===== src/rtl/axis_peak_burst_sched_if.sv =====
// AXI-Stream beat channel used for both sides of the peak burst scheduler.
// The master modport drives the beat; the slave modport returns tready.
interface axis_peak_burst_sched_if #(
   parameter int unsigned DATA_WIDTH = 128
) ();
   logic                  tvalid;
   logic                  tready;
   logic [DATA_WIDTH-1:0] tdata;
   logic                  tlast;

   modport master (output tvalid, output tdata, output tlast, input tready);
   modport slave  (input tvalid, input tdata, input tlast, output tready);
endinterface


===== src/rtl/axis_peak_burst_sched.sv =====
// Burst scheduler: forwards whole tlast-delimited bursts from the peak detector
// while armed, enforces a holdoff between bursts, and drains/counts the rest.
module axis_peak_burst_sched #(
   parameter int unsigned DATA_WIDTH    = 128,
   parameter int unsigned HOLDOFF_WIDTH = 16,
   parameter int unsigned COUNT_WIDTH   = 16
) (
   input  logic                       clk,
   input  logic                       rst,
   input  logic                       arm,
   input  logic                       disarm,
   input  logic [COUNT_WIDTH-1:0]     cfg_num_bursts,
   input  logic [HOLDOFF_WIDTH-1:0]   cfg_holdoff,
   axis_peak_burst_sched_if.slave     s_axis,
   axis_peak_burst_sched_if.master    m_axis,
   output logic                       busy,
   output logic                       done,
   output logic [COUNT_WIDTH-1:0]     burst_count,
   output logic [COUNT_WIDTH-1:0]     drop_count
);

   typedef enum logic [2:0] {IDLE, ARMED, PASS, HOLDOFF, DROP} state_t;

   state_t                   state, state_n;
   logic                     in_burst;
   logic                     disarm_pend, pend_n;
   logic [HOLDOFF_WIDTH-1:0] hold_cnt, hold_n;
   logic [HOLDOFF_WIDTH-1:0] hold_lat, hold_lat_n;
   logic [COUNT_WIDTH-1:0]   num_lat, num_lat_n;
   logic [COUNT_WIDTH-1:0]   burst_n, drop_n;
   logic [COUNT_WIDTH-1:0]   burst_inc, drop_inc;
   logic                     done_n;
   logic                     burst_end;

   logic                     forwarding;
   logic                     s_tready;
   logic                     s_hs;
   logic                     last_hs;
   logic                     beat_hs;
   logic [DATA_WIDTH-1:0]    pass_data;

   assign forwarding = (state == ARMED) || (state == PASS);
   assign s_tready   = forwarding ? m_axis.tready : 1'b1;
   assign s_hs       = s_axis.tvalid & s_tready;
   assign last_hs    = s_hs & s_axis.tlast;
   assign beat_hs    = s_hs & ~s_axis.tlast;

   assign pass_data     = s_axis.tdata;
   assign s_axis.tready = s_tready;
   assign m_axis.tvalid = forwarding & s_axis.tvalid;
   assign m_axis.tdata  = pass_data;
   assign m_axis.tlast  = forwarding & s_axis.tlast;

   assign busy = (state != IDLE);

   assign burst_inc = (burst_count == '1) ? burst_count : burst_count + COUNT_WIDTH'(1);
   assign drop_inc  = (drop_count  == '1) ? drop_count  : drop_count  + COUNT_WIDTH'(1);

   always_comb begin
      state_n    = state;
      burst_n    = burst_count;
      drop_n     = drop_count;
      hold_n     = hold_cnt;
      pend_n     = disarm_pend;
      done_n     = 1'b0;
      num_lat_n  = num_lat;
      hold_lat_n = hold_lat;
      burst_end  = 1'b0;

      case (state)
         IDLE: begin
            if (arm && !disarm) begin
               num_lat_n  = cfg_num_bursts;
               hold_lat_n = cfg_holdoff;
               burst_n    = '0;
               drop_n     = '0;
               pend_n     = 1'b0;
               // A beat accepted in the arming cycle already belongs to a burst we missed.
               state_n    = (in_burst || beat_hs) ? DROP : ARMED;
            end
         end
         ARMED: begin
            if (last_hs) begin
               burst_end = 1'b1;
            end else if (beat_hs) begin
               state_n = PASS;
               pend_n  = disarm;
            end else if (disarm) begin
               state_n = IDLE;
               done_n  = 1'b1;
            end
         end
         PASS: begin
            if (last_hs) begin
               burst_end = 1'b1;
            end else if (disarm) begin
               pend_n = 1'b1;
            end
         end
         HOLDOFF: begin
            hold_n = hold_cnt - HOLDOFF_WIDTH'(1);
            if (last_hs) begin
               drop_n = drop_inc;
            end
            if (disarm) begin
               state_n = IDLE;
               done_n  = 1'b1;
            end else if (hold_cnt == HOLDOFF_WIDTH'(1)) begin
               // Any beat on the expiry cycle (first or last) means the stream is not at a
               // clean burst gap, so the remainder of that traffic is drained.
               state_n = (!in_burst && !s_hs) ? ARMED : DROP;
            end
         end
         DROP: begin
            if (last_hs) begin
               drop_n  = drop_inc;
               state_n = ARMED;
            end
            if (disarm) begin
               state_n = IDLE;
               done_n  = 1'b1;
            end
         end
         default: state_n = IDLE;
      endcase

      if (burst_end) begin
         burst_n = burst_inc;
         pend_n  = 1'b0;
         if (disarm_pend || disarm || ((num_lat != '0) && (burst_inc == num_lat))) begin
            state_n = IDLE;
            done_n  = 1'b1;
         end else if (hold_lat == '0) begin
            state_n = ARMED;
         end else begin
            hold_n  = hold_lat;
            state_n = HOLDOFF;
         end
      end
   end

   always_ff @(posedge clk) begin
      if (rst) begin
         state       <= IDLE;
         in_burst    <= 1'b0;
         disarm_pend <= 1'b0;
         hold_cnt    <= '0;
         hold_lat    <= '0;
         num_lat     <= '0;
         burst_count <= '0;
         drop_count  <= '0;
         done        <= 1'b0;
      end else begin
         state       <= state_n;
         disarm_pend <= pend_n;
         hold_cnt    <= hold_n;
         hold_lat    <= hold_lat_n;
         num_lat     <= num_lat_n;
         burst_count <= burst_n;
         drop_count  <= drop_n;
         done        <= done_n;
         if (s_hs) begin
            in_burst <= ~s_axis.tlast;
         end
      end
   end

endmodule


===== src/flat_wrapper.sv =====
// flat-port wrapper written by rule: the top's interface ports become plain ports
module axis_peak_burst_sched_flat 
#(
   parameter int unsigned DATA_WIDTH    = 128,
   parameter int unsigned HOLDOFF_WIDTH = 16,
   parameter int unsigned COUNT_WIDTH   = 16
)
  (clk, rst, arm, disarm, cfg_num_bursts, cfg_holdoff, busy, done, burst_count, drop_count, s_axis_tvalid, s_axis_tdata, s_axis_tlast, s_axis_tready, m_axis_tvalid, m_axis_tdata, m_axis_tlast, m_axis_tready);
  axis_peak_burst_sched_if #(.DATA_WIDTH(DATA_WIDTH)) s_axis_i ();
  axis_peak_burst_sched_if #(.DATA_WIDTH(DATA_WIDTH)) m_axis_i ();
  input  logic clk;
  input  logic rst;
  input  logic arm;
  input  logic disarm;
  input  logic [COUNT_WIDTH-1:0] cfg_num_bursts;
  input  logic [HOLDOFF_WIDTH-1:0] cfg_holdoff;
  output logic busy;
  output logic done;
  output logic [COUNT_WIDTH-1:0] burst_count;
  output logic [COUNT_WIDTH-1:0] drop_count;
  input wire logic [$bits(s_axis_i.tvalid)-1:0] s_axis_tvalid;
  input wire logic [$bits(s_axis_i.tdata)-1:0] s_axis_tdata;
  input wire logic [$bits(s_axis_i.tlast)-1:0] s_axis_tlast;
  output wire logic [$bits(s_axis_i.tready)-1:0] s_axis_tready;
  output wire logic [$bits(m_axis_i.tvalid)-1:0] m_axis_tvalid;
  output wire logic [$bits(m_axis_i.tdata)-1:0] m_axis_tdata;
  output wire logic [$bits(m_axis_i.tlast)-1:0] m_axis_tlast;
  input wire logic [$bits(m_axis_i.tready)-1:0] m_axis_tready;
  assign s_axis_i.tvalid = s_axis_tvalid;
  assign s_axis_i.tdata = s_axis_tdata;
  assign s_axis_i.tlast = s_axis_tlast;
  assign s_axis_tready = s_axis_i.tready;
  assign m_axis_tvalid = m_axis_i.tvalid;
  assign m_axis_tdata = m_axis_i.tdata;
  assign m_axis_tlast = m_axis_i.tlast;
  assign m_axis_i.tready = m_axis_tready;
  axis_peak_burst_sched #(.DATA_WIDTH(DATA_WIDTH), .HOLDOFF_WIDTH(HOLDOFF_WIDTH), .COUNT_WIDTH(COUNT_WIDTH)) u_core (.clk(clk), .rst(rst), .arm(arm), .disarm(disarm), .cfg_num_bursts(cfg_num_bursts), .cfg_holdoff(cfg_holdoff), .s_axis(s_axis_i), .m_axis(m_axis_i), .busy(busy), .done(done), .burst_count(burst_count), .drop_count(drop_count));
endmodule

===== config.mk =====
export PLATFORM = sky130hd
export DESIGN_NAME = axis_peak_burst_sched_flat
export DESIGN_NICKNAME = d
export VERILOG_FILES = /design/src/rtl/axis_peak_burst_sched_if.sv /design/src/rtl/axis_peak_burst_sched.sv /design/src/flat_wrapper.sv
export SDC_FILE = /design/constraint.sdc
export NUM_CORES = 1
export LEC_CHECK = 0
export ABC_AREA = 1
export CAP_MARGIN = 20
export CORE_MARGIN = 8
export CORE_UTILIZATION = 39
export CTS_CLUSTER_SIZE = 25
export DETAILED_ROUTE_END_ITERATION = 8
export GPL_TIMING_DRIVEN = 0
export HOLD_SLACK_MARGIN = 0.08
export PLACE_DENSITY = 0.82
export SETUP_SLACK_MARGIN = 0.1
export SLEW_MARGIN = 20
export SYNTH_ARGS = -nofsm -noshare
export SYNTH_HDL_FRONTEND = slang
export SYNTH_SLANG_ARGS = --single-unit
export TNS_END_PERCENT = 5

===== constraint.sdc =====
create_clock -name clk -period 2.9 [get_ports clk]
set_input_delay 0.87 -clock clk [delete_from_list [all_inputs] [get_ports clk]]
set_output_delay 0.87 -clock clk [all_outputs]
set_load 0.01 [all_outputs]

======== After elaboration in Yosys (flattened, before gate mapping) ========
Index checks and enable logic that the tools add are counted.
storage, ports and cells
  register bits after elaboration ......... 86
  input port bits ......................... 167
  word-level logic and storage cells ...... 105
  output and inout port bits .............. 165
cells by class
  equality and inequality tests ........... 21
  multiplexer cells ....................... 40
  $add $sub $neg .......................... 3
  reductions and logical operators ........ 26
  bitwise logic cells ..................... 6
operators with widths
  operator               count
  $mux 16                10
  $mux 3                 12
  $add 16x1->16 const B  2
  $eq 16x16->1 const B   2
  $pmux 16 s2            1
  $eq 16x1->1 const B    1
  $eq 16x16->1           1
  $logic_not 16->1       1
  $reduce_bool 16->1     1
  $sub 16x1->16 const B  1
  $pmux 3 s5             1
  $mux 1                 13
  $ne 4x2->1 const B     3
  $reduce_and 6->1       2
  $ne 2x1->1 const B     4
  $ne 2x2->1 const B     4
  $eq 3x2->1 const B     2
  $reduce_bool 2->1      3
  $reduce_bool 3->1      2
  $reduce_or 2->1        3
  $and 1x1->1            5
  $logic_or 1x1->1       4
  $reduce_and 2->1       2
  $reduce_and 4->1       1
  11 further kinds       15

======== Depth between registers and ports, before layout ========
  depth in word-level cells ............... 11
  depth in mapped cells ................... 19
  mapped depth without buffers ............ 18

======== Least setup slack after synthesis ========
Ideal clock, no wire load.
  path kind ............................... input to register
  start point ............................. input port m_axis_tready
  end point ............................... register u_core.hold_cnt[0]
  arrival time ............................ 2.162 ns
  setup time .............................. 0.110 ns
  path slack .............................. 0.628 ns
  stages on the path ...................... 12
  path through ............................ inv_1 > nand2_2 > nand2_2 > nor2_2 > inv_2 > nor2_8 > inv_2 > a41oi_2 > buf_2 > nand4_1 > nand2_1 > nor2_1
between the ends
  word-level cells in the longest chain between the ends .. 6
RTL lines
  what                  line                                                      RTL
  from (decl)           flat_wrapper.sv:28                                        input wire logic [$bits(m_axis_i.tready)-1:0] m_axis_tready;
  $mux 1                axis_peak_burst_sched.sv:43                               assign s_tready = forwarding ? m_axis.tready : 1'b1;
  net s_axis_tready     flat_wrapper.sv:24                                        output wire logic [$bits(s_axis_i.tready)-1:0] s_axis_tready;
  $and 1x1->1           axis_peak_burst_sched.sv:44                               assign s_hs = s_axis.tvalid & s_tready;
  $and 1x1->1           axis_peak_burst_sched.sv:45                               assign last_hs = s_hs & s_axis.tlast;
  $mux 1                axis_peak_burst_sched.sv:83, axis_peak_burst_sched.sv:94
  $mux 1                n/a
  $mux 16               axis_peak_burst_sched.sv:127                              if (burst_end) begin
  to (signal assigned)  axis_peak_burst_sched.sv:156                              hold_cnt <= hold_n;
  to (decl)             axis_peak_burst_sched.sv:27                               logic [HOLDOFF_WIDTH-1:0] hold_cnt, hold_n;
The timed path passes the listed nets, and every way through them passes these cells.
A chain may end at the register's enable or synchronous reset.

======== Worst setup path after layout ========
  start point ............................. input port s_axis_tvalid
  end point ............................... output port m_axis_tvalid
between the ends
  word-level cells in the longest chain between the ends .. 1
RTL lines
  what         line                         RTL
  from (decl)  flat_wrapper.sv:21           input wire logic [$bits(s_axis_i.tvalid)-1:0] s_axis_tvalid;
  $and 1x1->1  axis_peak_burst_sched.sv:50  assign m_axis.tvalid = forwarding & s_axis.tvalid;
  to (decl)    flat_wrapper.sv:25           output wire logic [$bits(m_axis_i.tvalid)-1:0] m_axis_tvalid;
Every way passes these cells.

==> run_results.csv <==
group,metric,value,unit
status,status,"complete, no violations",
synthesis,synth_fp_nets,1070,
setup_path,crit_path_max_fanout,2,
pwr,ir_drop,0.000309,V
floorplan,die_w,139,um
synthesis,synth_edf_count,0,
sta,setup-tns-final,0,ns
route,viasPerCell,4.73,
setup_path,worstPathArrival,1.79,ns
clock_network,clk_pin_slew_worst_paths,0.06,ns
placed_design,dp_hpwl,15600,um
global_route,grt_max_degree,15,
synthesis,synth-seq-cells,86,
sta,worst_slew_pin_slew,0.579,ns
global_route,gr-total-overflow,0,
clock_network,numCtsBuffers,9,
synthesis,syn-cell-area,0.00588,mm^2
synthesis,synth_cell_types,33,
synthesis,synthMuxAreaShare,0,%
sta,finalCritPeriodShare,91.7,%
cells_and_area,diodes,0,
clock_network,hold_buffers,0,
synthesis,yosys.area_share.simple,29.0,%
setup_path,slowest_stage,"clkdlybuf4s50_1",
clock_network,insertion_delay,0.34,ns
global_route,use_met1,23.2,%
cells_and_area,final_common_cell,"clkdlybuf4s50_1",
floorplan,start_util,39.2,%
pwr,leakagePower,0.00367,uW
floorplan,die_h,139,um
synthesis,synth_fa_ha_area_share,0.851,%
sta,holdWs,0.477,ns
synthesis,synth_top_family_by_area,"simple AND/OR/NAND/NOR gates",
sta,finalClockSkew,0.00725,ns
floorplan,die_area,0.0193,mm^2
setup_path,criticalPathCategory,"input pin to primary output",
synthesis,seq_area_frac_synth,29.3,%
route,routed_wl,19200,um
sta,hold_violations,0,
global_route,gr-usage-met3,5.40,%
setup_path,crit_required,2.03,ns
cells_and_area,drive_gt1_share,16.0,%
global_route,track_usage,19.1,%
pwr,pwr_density_cell,510,mW/mm^2
route,detail-route-antenna-nets,0,
synthesis,synth_compound_area_share,11.3,%
sta,post-route-min-period,2.66,ns
clock_network,cts_buffer_depth,2,
route,drtIter0Drc,445,
route,first_pass_iters,5,
global_route,gr-max-usage-layer,"met2",
global_route,antenna_found_initial,0,
setup_path,max_stage_delay,0.49,ns
sta,relSlewSlack,61.1,%
setup_path,crit_chain,"clkdlybuf4s50_1 > inv_1 > nor2_1 > dlygate4sd2_1",
placed_design,gp_congestion,0.914,
synthesis,synth_xor_area_share,3.72,%
setup_path,endpoint_kind,"primary output",
synthesis,synth.top_cells.by_area,"dfxtp_1, buf_4, nand2_1",
synthesis,async_reset_ff_share,0,%
cells_and_area,area_delta_synth_final,43.0,%
min_path,hp-class,"flop to flop",
sta,drv_slew,0,
floorplan,num_io_pins,332,
sta,setup_viol,0,
clock_network,root_buffer,"clkbuf_16",
synthesis,ys_warn_count,0,
route,routedWlPerCell,14.7,um
floorplan,core_area,0.0150,mm^2
route,routed-via-count,6170,
synthesis,syn_avg_cell_area,6.54,um^2
cells_and_area,mostFrequentLayoutCells,"clkdlybuf4s50_1, nand2_1, buf_4",
synthesis,synth_flop_cell,"dfxtp_1",
synthesis,synthCells,899,
floorplan,row_count,45,
sta,fmax,376,MHz
setup_path,critPathLaunchType,"input pin",
job,drv_cap,0,
clock_network,cts.htree.levels,3,
synthesis,synth_top_area_cell,"dfxtp_1",
synthesis,synthDominantCellAreaShare,29.3,%
route,route.detailed.drc,0,
global_route,grt_pass1_vias,5964,
clock_network,clock-sinks,86,
cells_and_area,final_nets,1282,
cells_and_area,n_fill_cell,1459,
global_route,grt_pass1_wl,30400,um
setup_path,reg2reg_slack,0.38,ns
placed_design,port_buffers,201,
clock_network,cts_tree,"yes",
global_route,grt_util_met2,33.0,%
sta,rsz0062_at_grt,"true",
## per-stage QoR
stage | total power (uW) | std cells | area, um^2 | worst slack [ns] | utilization [%]
3_3_place_gp | 3200 | 1288 | 8130 | -0.131 | 54.3
2_1_floorplan | 2650 | 899 | 5880 | 0.628 | -
3_5_place_dp | 3230 | 1288 | 8130 | -0.136 | 54.3
5_1_grt | 4580 | 1304 | 8410 | 0.0823 | 56.1
6_report | 4290 | 1304 | 8410 | 0.241 | 56.1
4_1_cts | 4290 | 1304 | 8390 | 0.220 | 56.0
## routing by layer
metal / vias to the layer above / routed length [um]
met2: 272 / 9340
li1: 3140 / -
met4: 0 / 171
met3: 14 / 1400
met1: 2744 / 8240
met5: - / 0
## worst max-delay path: cells and delay by family
family | cells | cell delay (ns)
buffers and inverters | 3 | 0.82
and+or+nand+nor | 1 | 0.10
## cells by family after synthesis
group / count (synthesis)
adders and majority gates: 4
xor gates and xnor gates: 25
AOI/OAI and AO/OA: 124
and+or+nand+nor: 396
buffers and inverters: 264
DFF: 86
## path summary, 6_finish.rpt
path / depth (start not counted) / to / startpoint
setup / recovery: 4 / m_axis_tvalid / s_axis_tvalid
hold / removal: 2 / u_core.hold_lat[14] / u_core.hold_lat[14]
setup reg to reg: 18 / u_core.hold_cnt[12] / u_core.burst_count[1]
hold reg to reg: 2 / u_core.hold_lat[14] / u_core.hold_lat[14]
## repair_timing
item / in CTS / in global routing
resized for setup: 3 / 4
gates cloned: 0 / 0
endpoints found under the setup margin: 3 / 12
buffers inserted: 0 / 0
## power by group
group	internal [uW]	leakage, uW	total (uW)	switching (uW)
sequential	1350	0.000700	1470	121
clock	578	0.000132	1060	485
combinational	762	0.00284	1760	994
## state kept, by name (all words and copies together), names as in the netlist, 3 cells and up
register            flops
u_core.burst_count     16
u_core.drop_count      16
u_core.hold_cnt        16
u_core.hold_lat        16
u_core.num_lat         16
u_core.state            3
## cell type report
type / instances / area (um^2) / share of cell area [%]
plain buffers: 154 / 1110 / 13.2
clock buffers: 10 / 229 / 2.72
inverters: 110 / 413 / 4.91
well taps: 188 / 235 / 2.80
clock inverters: 6 / 36.3 / 0.432
flip-flops and latches: 86 / 1720 / 20.5
multi-input cells: 549 / 2650 / 31.6
repair buffers: 201 / 2010 / 23.9
## cells in the mapped netlist, drive strengths merged (13+ instances only)
master and instances:
nand2 197, clkbuf 19, nand3 44, nand4 23
buf 135, nor2 115, dfxtp 86, a21oi 63
xor2 16, nor3 13, o21ai 47, inv 110
(Power assumes the default switching activity.)
